[src/rtl/imem_loader_arb.sv]
// imem_loader_arb
//
// Owns the single port of the instruction memory and shares it between a
// streaming program loader and the fetch stage. The pipeline is held in reset
// while a program is loaded. It is then released to run from address 0. In
// RUN, every fetch is checked for alignment and range. A bad PC returns a NOP
// and sets a sticky fault flag.
//
// Ports
//   clk, rst                    clock, asynchronous active-low reset
//   load_start, load_len        start a load of load_len words (any state)
//   ld_valid, ld_data, ld_ready loader word stream (valid/ready)
//   fetch_req, fetch_pc         fetch stage PC (byte address)
//   fetch_instr                 instruction returned to fetch (0 = NOP)
//   core_rst                    active-high pipeline reset
//   load_done                   one-cycle pulse while in FLUSH
//   fault                       sticky bad-fetch flag
//   fetch_count                 good fetches since the last load_start
//   mem_we, mem_addr, mem_wdata memory write/address port
//   mem_rdata                   combinational memory read data at mem_addr

module imem_loader_arb #(
  parameter int unsigned ADDR_W = 10
) (
  input  logic              clk,
  input  logic              rst,
  input  logic              load_start,
  input  logic [ADDR_W:0]   load_len,
  input  logic              ld_valid,
  input  logic [31:0]       ld_data,
  output logic              ld_ready,
  input  logic              fetch_req,
  input  logic [31:0]       fetch_pc,
  output logic [31:0]       fetch_instr,
  output logic              core_rst,
  output logic              load_done,
  output logic              fault,
  output logic [31:0]       fetch_count,
  output logic              mem_we,
  output logic [ADDR_W-1:0] mem_addr,
  output logic [31:0]       mem_wdata,
  input  logic [31:0]       mem_rdata
);

  // DEPTH expressed in the (ADDR_W+1)-bit length domain.
  localparam logic [ADDR_W:0] DepthW = {1'b1, {ADDR_W{1'b0}}};
  localparam logic [ADDR_W:0] OneW   = {{ADDR_W{1'b0}}, 1'b1};

  typedef enum logic [1:0] {StIdle, StLoad, StFlush, StRun} state_e;

  state_e          state_q, state_d;
  logic [ADDR_W:0] wr_ptr_q, wr_ptr_d;
  logic [ADDR_W:0] len_q, len_d;
  logic            fault_q, fault_d;
  logic [31:0]     fetch_count_q, fetch_count_d;

  logic [ADDR_W:0] len_clamped;
  logic            pc_good;
  logic            accept;

  assign len_clamped = (load_len > DepthW) ? DepthW : load_len;

  // Word-aligned and inside the memory window.
  assign pc_good = (fetch_pc[1:0] == 2'b00) && (fetch_pc[31:ADDR_W+2] == '0);

  // Moore outputs: decoded from the state register only.
  assign ld_ready  = (state_q == StLoad);
  assign load_done = (state_q == StFlush);
  assign core_rst  = (state_q != StRun);

  assign accept    = ld_valid & ld_ready;
  assign mem_we    = accept;
  assign mem_wdata = ld_data;

  assign fault       = fault_q;
  assign fetch_count = fetch_count_q;

  always_comb begin
    mem_addr    = '0;
    fetch_instr = '0;
    unique case (state_q)
      StLoad: mem_addr = wr_ptr_q[ADDR_W-1:0];
      StRun: begin
        mem_addr = fetch_pc[ADDR_W+1:2];
        if (pc_good) fetch_instr = mem_rdata;
      end
      default: ;
    endcase
  end

  always_comb begin
    state_d       = state_q;
    wr_ptr_d      = wr_ptr_q;
    len_d         = len_q;
    fault_d       = fault_q;
    fetch_count_d = fetch_count_q;

    unique case (state_q)
      StIdle: ;
      StLoad: begin
        if (accept) begin
          wr_ptr_d = wr_ptr_q + OneW;
          if (wr_ptr_q == len_q - OneW) state_d = StFlush;
        end
      end
      StFlush: state_d = StRun;
      StRun: begin
        if (fetch_req) begin
          if (pc_good) fetch_count_d = fetch_count_q + 32'd1;
          else         fault_d       = 1'b1;
        end
      end
      default: state_d = StIdle;
    endcase

    // A new load overrides whatever else happens on this edge.
    if (load_start) begin
      wr_ptr_d      = '0;
      len_d         = len_clamped;
      fault_d       = 1'b0;
      fetch_count_d = '0;
      state_d       = (len_clamped == '0) ? StFlush : StLoad;
    end
  end

  always_ff @(posedge clk or negedge rst) begin
    if (!rst) begin
      state_q       <= StIdle;
      wr_ptr_q      <= '0;
      len_q         <= '0;
      fault_q       <= 1'b0;
      fetch_count_q <= '0;
    end else begin
      state_q       <= state_d;
      wr_ptr_q      <= wr_ptr_d;
      len_q         <= len_d;
      fault_q       <= fault_d;
      fetch_count_q <= fetch_count_d;
    end
  end

endmodule

[config.mk]
export PLATFORM = sky130hd
export DESIGN_NAME = imem_loader_arb
export DESIGN_NICKNAME = d
export VERILOG_FILES = /design/src/rtl/imem_loader_arb.sv
export SDC_FILE = /design/constraint.sdc
export NUM_CORES = 1
export LEC_CHECK = 0
export CAP_MARGIN = 5
export CORE_ASPECT_RATIO = 0.75
export CORE_MARGIN = 4
export CORE_UTILIZATION = 35
export CTS_CLUSTER_DIAMETER = 80
export CTS_CLUSTER_SIZE = 8
export DETAILED_ROUTE_END_ITERATION = 10
export GPL_TIMING_DRIVEN = 1
export PLACE_DENSITY = 0.81
export SYNTH_ARGS = -nofsm -noshare
export SYNTH_HDL_FRONTEND = slang
export SYNTH_SLANG_ARGS = --single-unit
[constraint.sdc]
create_clock -name clk -period 2.45 [get_ports clk]
set_clock_uncertainty 0.2 [all_clocks]
set_input_delay 0.49 -clock clk [delete_from_list [all_inputs] [get_ports clk]]
set_output_delay 0.49 -clock clk [all_outputs]
set_load 0.01 [all_outputs]
==> implementation parameters, run 1 <==
Parameter                              Value

Place
  Weighted congestion reported at the end of routability-driven placement    0.9104
  Placed cells    704
  Detailed placer's ending HPWL    10020 um
  Port bufs    158

Drt
  Starting DRT DRC Count    101
  Vias per inst    5.088
  Number of vias in the routed layout    3719
  Wire length after detailed routing    12970 um
  DR WL/cell    17.74 um
  Post-detailed-route count of antenna-violating nets    0
  Detailed Routing Iterations Pass 1    4
  DRC violation count after routing    0

Yosys
  EDFF count, synth    0
  Mean cell area of the mapped netlist    9.133 um2
  Number of distinct standard cells referenced by the synthesized netlist    57
  Total of flip-flops plus latches after synthesis    57
  Sequential share of the synthesized area    36.57%
  Synth warnings    0
  Net count after synthesis    542
  Gate count after technology mapping    427
  Share of flip-flops with an asynchronous set or reset    100.0%
  Biggest area contributors in the synthesized netlist    sky130_fd_sc_hd__dfrtp_1, sky130_fd_sc_hd__xor2_1, sky130_fd_sc_hd__buf_4
  Area of the mapped netlist    0.003900 mm2
  Leading register cell type out of synthesis    sky130_fd_sc_hd__dfrtp_1
  Cell type with the highest aggregate area in the netlist    sky130_fd_sc_hd__dfrtp_1
  Fraction of post-synthesis cell area in the top cell type by area    36.57%

Setup path
  Worst EP arrival    1.93 ns
  Worst-path cell with the longest stage delay    sky130_fd_sc_hd__or2_4
  Endpoint type of the worst setup path    output pin
  Launching element type of the critical path    input pin
  Peak per-stage delay on the critical path    0.28 ns
  Startpoint of the worst register-to-register path    len_q[2]
  Crit path launch    fetch_pc[12]
  Sequence of cells on the critical path    buf_6 > nor4_4 > nand4_2 > or2_4 > nor2_4 > buf_6 > buf_16 > and2_1 > buf_2
  Worst-path fanout max    5
  Cell occurring most often along the worst timing path    sky130_fd_sc_hd__buf_6
  Required time worst endpoint    1.76 ns
  Worst setup path class    input pin to output pin

GRT
  Number of global-route vias before repair    3695
  Met3 GRT Util    4.616%
  Global router's overall resource usage    19.62%
  Pin count of the biggest net entering global routing    31
  Met2 usage in global routing    31.64%
  GR Overflow Total    0
  Global-route wire length before repair    19950 um
  Global routing met1 resource utilization    25.27%
  GRT Max-Usage Layer    met2
  Number of antenna violations at the first check in global routing    2

CTS
  Clk buf depth    2
  Cell at the root of the clock tree    sky130_fd_sc_hd__clkbuf_16
  CTS H-tree lvls    3
  CTS sink count    57
  Number of CTS-inserted buffers    9
  Worst skew pair latency    0.31 ns
  Clock Pin Slew Worst Setup and Hold Paths    0.05 ns
  CTS tree    built

STA
  Hold slack final    0.3066 ns
  Period minus WS final    2.618 ns
  Final Hold Fails    0
  Remaining max-slew budget at the tightest pin    63.14%
  Unrepaired setup endpoints after global routing    yes
  Final period util    106.8%
  Achievable frequency    382.0 MHz
  Total negative slack for setup checks    -4.347 ns
  Setup WS post-layout    -0.1677 ns
  Max Slew Vio Count    0
  Slew of the pin with the lowest slew margin    0.5529 ns
  Count of final setup violators    32

Power and ir drop
  Design internal power    0.001907 W
  Proportion of power drawn by the clock network    42.5%
  Seq pwr share    39.3%
  Ratio of total power to cell area    407.6 mW/mm2
  Leakage dissipation    2.722 nW
  Combinational power share    18.2%
  Net load switching power    0.0006138 W
  Worst vdd rail ir drop    0.3225 mV
  Net switching share of the total power    24.36%

Layout
  Share of cells above drive strength 1    27.33%
  Top library cells by usage in the layout, fill and taps aside    sky130_fd_sc_hd__clkdlybuf4s50_1, sky130_fd_sc_hd__dfrtp_1, sky130_fd_sc_hd__nor2_1
  Commonest non-fill, non-tap cell in the layout    sky130_fd_sc_hd__clkdlybuf4s50_1
  Layout Cells excl Fill    731
  Fin util    56.73%
  Synthesis-to-finish area growth    58.55%
  Final Net Count    702

Hold path
  Min-Delay Startpoint    fault
  Hold Crit Class    flip-flop to flip-flop

Flow run
  Number of max-cap violations    0

Floorplan
  I/O pin cnt    223
  Full die area    0.01291 mm2
  Core area    0.01090 mm2
  Die outline width    129.9 um
  Number of core rows    33
  Die Height    99.42 um
  Initial core utilization    35.78%

Status
  Status    complete, but fails checks
  Violated checks    negative setup slack
layout make-up:
| class | count | area (um2) |
|---|---|---|
| Inverter | 7 | 26.28 |
| Clock buffer | 12 | 246.5 |
| Timing Repair Buffer | 199 | 2002 |
| Tap cell | 140 | 175.2 |
| Antenna cell | 2 | 5.005 |
| Multi-Input combinational cell | 313 | 2295 |
| Clock inverter | 1 | 5.005 |
| Fill cell | 936 | 4717 |
| Sequential cell | 57 | 1429 |
cell usage after synthesis, drive strengths merged, types with 7 or more instances:
cell / number
inv: 7
and2: 38
nand3: 17
nor3: 7
xnor2: 12
nor2: 53
buf: 36
xor2: 37
mux2i: 12
clkbuf: 14
nor2b: 13
dfrtp: 57
nor4: 12
nand4: 23
nand2: 23
what timing repair did:
item | in CTS | in global routing
gates cloned | 2 | 1
resized for setup | 243 | 14
pin swaps | 23 | 15
setup buffers | 5 | 3
endpoints found under the hold margin | 20 | 0
hold buffers | 1 | 0
setup endpoints to repair | 35 | 41
cell families after synthesis:
| family | after synthesis | share of synthesized area [%] |
|---|---|---|
| xor gates and xnor gates | 49 | 11.00 |
| muxes | 14 | 3.754 |
| buffers and inverters | 57 | 8.823 |
| adders and majority gates | 3 | 0.9626 |
| and+or+nand+nor | 213 | 31.95 |
| DFF | 57 | 36.57 |
| AOI/OAI and AO/OA | 34 | 6.931 |
critical path: cells and delay by family:
| family | cells | cell delay, ns |
|---|---|---|
| AND/OR/NAND/NOR | 5 | 0.95 |
| buffers and inverters | 4 | 0.49 |
metal layers:
layer | routed length [um] | part of all wire, %
met2 | 6121 | 47
met5 | 0 | 0
met3 | 966 | 7.5
met1 | 5460 | 42
met4 | 416 | 3.2
power by group through the flow:
stage               Sequential [W]  Clock [W]  Combinational [W]
global route              0.000992    0.00116           0.000497
global placement           0.00100          0           0.000431
CTS                       0.000990    0.00110           0.000442
floorplan                 0.000999          0           0.000239
detailed placement         0.00100          0           0.000440
finish                    0.000990    0.00107           0.000458
state kept, by name, summed over array words and instances (netlist names):
signal and count:
state_q 2, wr_ptr_q 11, fetch_count 32, fault 1
len_q 11
worst paths after layout:
kind | to | slack [ns] | depth (start not counted)
hold reg to reg | fault | 0.31 | 2
min in group asynchronous | wr_ptr_q[7] | 0.53 | 2
setup / recovery | fetch_instr[31] | -0.17 | 9
setup reg to reg | state_q[0] | 0.11 | 6
max in group asynchronous | len_q[6] | 0.81 | 3
hold / removal | fault | 0.31 | 2
metrics by stage:
step	setup slack (ns)	instance area, um2	total power [W]
global route	-0.2710	6183	0.002645
CTS	-0.1414	6081	0.002527
global placement	-0.9107	5695	0.001434
finish	-0.1677	6183	0.002520
detailed placement	-0.9543	5695	0.001445
floorplan	0.006711	4041	0.001238
(Power assumes the default switching activity.)
==> run 2: changes to the inputs <==
--- a/config.mk
+++ b/config.mk
@@ -6,7 +6,6 @@
 export NUM_CORES = 1
 export LEC_CHECK = 0
 export CAP_MARGIN = 5
-export CORE_ASPECT_RATIO = 0.75
 export CORE_MARGIN = 4
 export CORE_UTILIZATION = 35
 export CTS_CLUSTER_DIAMETER = 80
==> run 2 against run 1 <==
The flow still finishes with violations (negative setup slack). Sequential share of layout area up 0.30 points. Wire length decreased by 1.7%. Critical path type unchanged. Clock-buffer cell count is 2 lower. Global-route usage shrank 0.67 points. Non-clock buffer count down 1.
==> implementation parameters, run 2 (synthesized netlist as in run 1, its figures left out) <==
Parameter                              Value

Layout
  Number of antenna repair diodes    0 (-2)
  Sequential standard cell area    0.001431 mm2 (+0.17%)
  Top library cells by usage in the layout, fill and taps aside    sky130_fd_sc_hd__clkdlybuf4s50_1, sky130_fd_sc_hd__dfrtp_1, sky130_fd_sc_hd__nor2_1
  Final Net Count    701 (-0.14%)
  Layout fillers    937 (+0.11%)
  Synthesis-to-finish area growth    56.79%
  Layout Cells excl Fill    731 (unchanged)
  Flip-flop count of the largest register after layout    32 (unchanged)
  Commonest non-fill, non-tap cell in the layout    sky130_fd_sc_hd__clkdlybuf4s50_1
  Share of cells above drive strength 1    28.43% (+1.1 points)
  Area of the multi-input gates    0.002305 mm2 (+0.44%)

Floorplan
  Number of core rows    38 (+15%)
  Initial core utilization    35.82% (+0.041 points)
  I/O pin cnt    223 (unchanged)
  Core area    0.01089 mm2 (-0.12%)
  Die outline width    113.6 um (-13%)
  Full die area    0.01290 mm2 (-0.13%)
  Die Height    113.6 um (+14%)

STA
  Final period util    108.9% (+2.1 points)
  Max Slew Vio Count    0 (unchanged)
  Remaining max-slew budget at the tightest pin    57.60% (-5.5 points)
  Setup WS post-layout    -0.2189 ns (-0.05121 ns)
  Hold slack final    0.3033 ns (-0.003282 ns)
  Period minus WS final    2.669 ns (+0.05120 ns)
  Final Hold Fails    0 (unchanged)
  Achievable frequency    374.7 MHz (-1.9%)
  Total negative slack for setup checks    -6.525 ns (-2.178 ns)
  Slew of the pin with the lowest slew margin    0.6361 ns (+0.08322 ns)
  Count of final setup violators    32 (unchanged)
  Unrepaired setup endpoints after global routing    yes

CTS
  CTS sink count    57 (unchanged)
  Clk buf depth    2 (unchanged)
  CTS tree    built
  Cell at the root of the clock tree    sky130_fd_sc_hd__clkbuf_8
  Number of CTS-inserted buffers    9 (unchanged)
  CTS H-tree lvls    3 (unchanged)
  Worst skew pair latency    0.34 ns (+0.03 ns)
  Clock Pin Slew Worst Setup and Hold Paths    0.08 ns (+0.03 ns)

Setup path
  Startpoint of the worst register-to-register path    len_q[0]
  Worst R2R End    state_q[1]
  Peak per-stage delay on the critical path    0.30 ns (+0.02 ns)
  Worst reg-to-reg path cell count    10 (+4)
  Worst-path cell with the longest stage delay    sky130_fd_sc_hd__nor4_2
  Endpoint type of the worst setup path    output pin
  Worst EP arrival    1.98 ns (+0.05 ns)
  Cell occurring most often along the worst timing path    sky130_fd_sc_hd__buf_6
  Minimum setup slack among reg-to-reg paths    0.12 ns (about the same)
  Required time worst endpoint    1.76 ns (about the same)
  Launching element type of the critical path    input pin
  Sequence of cells on the critical path    clkdlybuf4s15_1 > nor4_2 > nand2_1 > or2_4 > nor2_4 > buf_6 > buf_12 > and2_4 > buf_6
  Worst setup path class    input pin to output pin
  Worst-path fanout max    8 (+3)

Power and ir drop
  Ratio of total power to cell area    380.6 mW/mm2 (-6.6%)
  Leakage dissipation    2.655 nW (-2.5%)
  Seq pwr share    42.5% (+3.2 points)
  Proportion of power drawn by the clock network    38.8% (-3.7 points)
  Net switching share of the total power    26.97% (+2.6 points)
  Design internal power    0.001699 W (-11%)
  Tot Pwr    0.002327 W (-7.7%)
  Combinational power share    18.7% (+0.5 points)
  Net load switching power    0.0006277 W (+2.3%)
  Worst vdd rail ir drop    0.2467 mV (-23%)

Drt
  DR WL/cell    17.44 um (-1.7%)
  Detailed Routing Iterations Pass 1    6 (+2)
  Number of vias in the routed layout    3729 (+0.27%)
  Vias per inst    5.101 (+0.27%)
  Starting DRT DRC Count    134 (+33%)
  DRC violation count after routing    0 (unchanged)
  Post-detailed-route count of antenna-violating nets    0 (unchanged)
  Wire length after detailed routing    12750 um (-1.7%)

Place
  Weighted congestion reported at the end of routability-driven placement    0.8776 (-3.6%)
  Placed cells    699 (-0.71%)
  Detailed placer's ending HPWL    9760 um (-2.6%)
  Port bufs    158 (unchanged)

Status
  Status    complete, but fails checks
  Violated checks    negative setup slack

GRT
  GR Overflow Total    0 (unchanged)
  Global router's overall resource usage    18.96% (-0.67 points)
  Pin count of the biggest net entering global routing    34 (+9.7%)
  Number of antenna violations at the first check in global routing    0 (-2)
  Number of global-route vias before repair    3908 (+5.8%)
  Global-route wire length before repair    19580 um (-1.8%)

Hold path
  Hold Crit Class    input pin to flip-flop
  Hold Crit Endpoint    wr_ptr_q[1]
  Min-Delay Startpoint    load_start
  Instance count along the most critical hold path    2 (unchanged)

Flow run
  Number of max-cap violations    0 (unchanged)
## run 2: cell count changes in the layout (fill, tap and decap cells not counted), sizes merged
cell / change
buf: -3
bufinv: +1
clkdlybuf4s15: -1
clkdlybuf4s50: -4
clkinvlp: +3
diode: -2
dlygate4sd2: +10
dlymetal6s2s: -5
inv: +1
## run 2: repair_timing
item,4_1_cts,5_1_grt
buffers inserted,10,9
pin swaps,43,15
resized for setup,257,12
gates cloned,3,0
endpoints found under the setup margin,44,59
hold endpoints to repair,24,0
hold buffers,1,0
## run 2: routing by layer
layer  share of wire [%]  wire length, um  global-route usage (%)
met4                 1.9              241                   5.689
met5                   0                0                       0
met3                 7.0              889                   5.093
met1                  36             4647                   20.09
met2                  55             6968                   36.28
## run 2: power by group through the flow
stage	Sequential (W)	Combinational [W]	Clock [W]
2_1_floorplan	0.000999	0.000239	0
3_3_place_gp	0.00101	0.000419	0
3_5_place_dp	0.00101	0.000431	0
4_1_cts	0.000990	0.000426	0.000927
5_1_grt	0.000993	0.000470	0.000973
6_report	0.000989	0.000435	0.000903
## run 2: worst max-delay path by stage
stage | start | end | cells past startpoint
final | fetch_pc[18] | fetch_instr[21] | 9
after global routing | fetch_pc[18] | fetch_instr[21] | 9
after CTS | fetch_pc[1] | fetch_instr[30] | 10
after detailed placement | fetch_pc[15] | fetch_instr[20] | 8
after global placement | fetch_pc[1] | fetch_instr[27] | 8
after floorplan | fetch_pc[26] | fetch_instr[10] | 6
## run 2: final cells by class
class	instances	share of cell area, %
Multi-Input combinational cell	313	37.69
Timing Repair Buffer	198	32.27
Sequential cell	57	23.41
Tap cell	140	2.865
Clock buffer	10	2.251
Clock inverter	6	1.085
Inverter	7	0.4297
## run 2: stage by stage
step	worst slack (ns)	area [um2]	util (%)
detailed placement	-0.9133	5658	51.97
finish	-0.2189	6115	56.16
CTS	-0.2250	6093	55.96
floorplan	0.006711	4041	-
global placement	-0.8930	5658	51.97
global route	-0.2814	6115	56.16
## run 2: worst max-delay path, delay by kind of cell
kind | cells | cell delay, ns
buffers and inverters | 4 | 0.54
and+or+nand+nor | 5 | 0.94
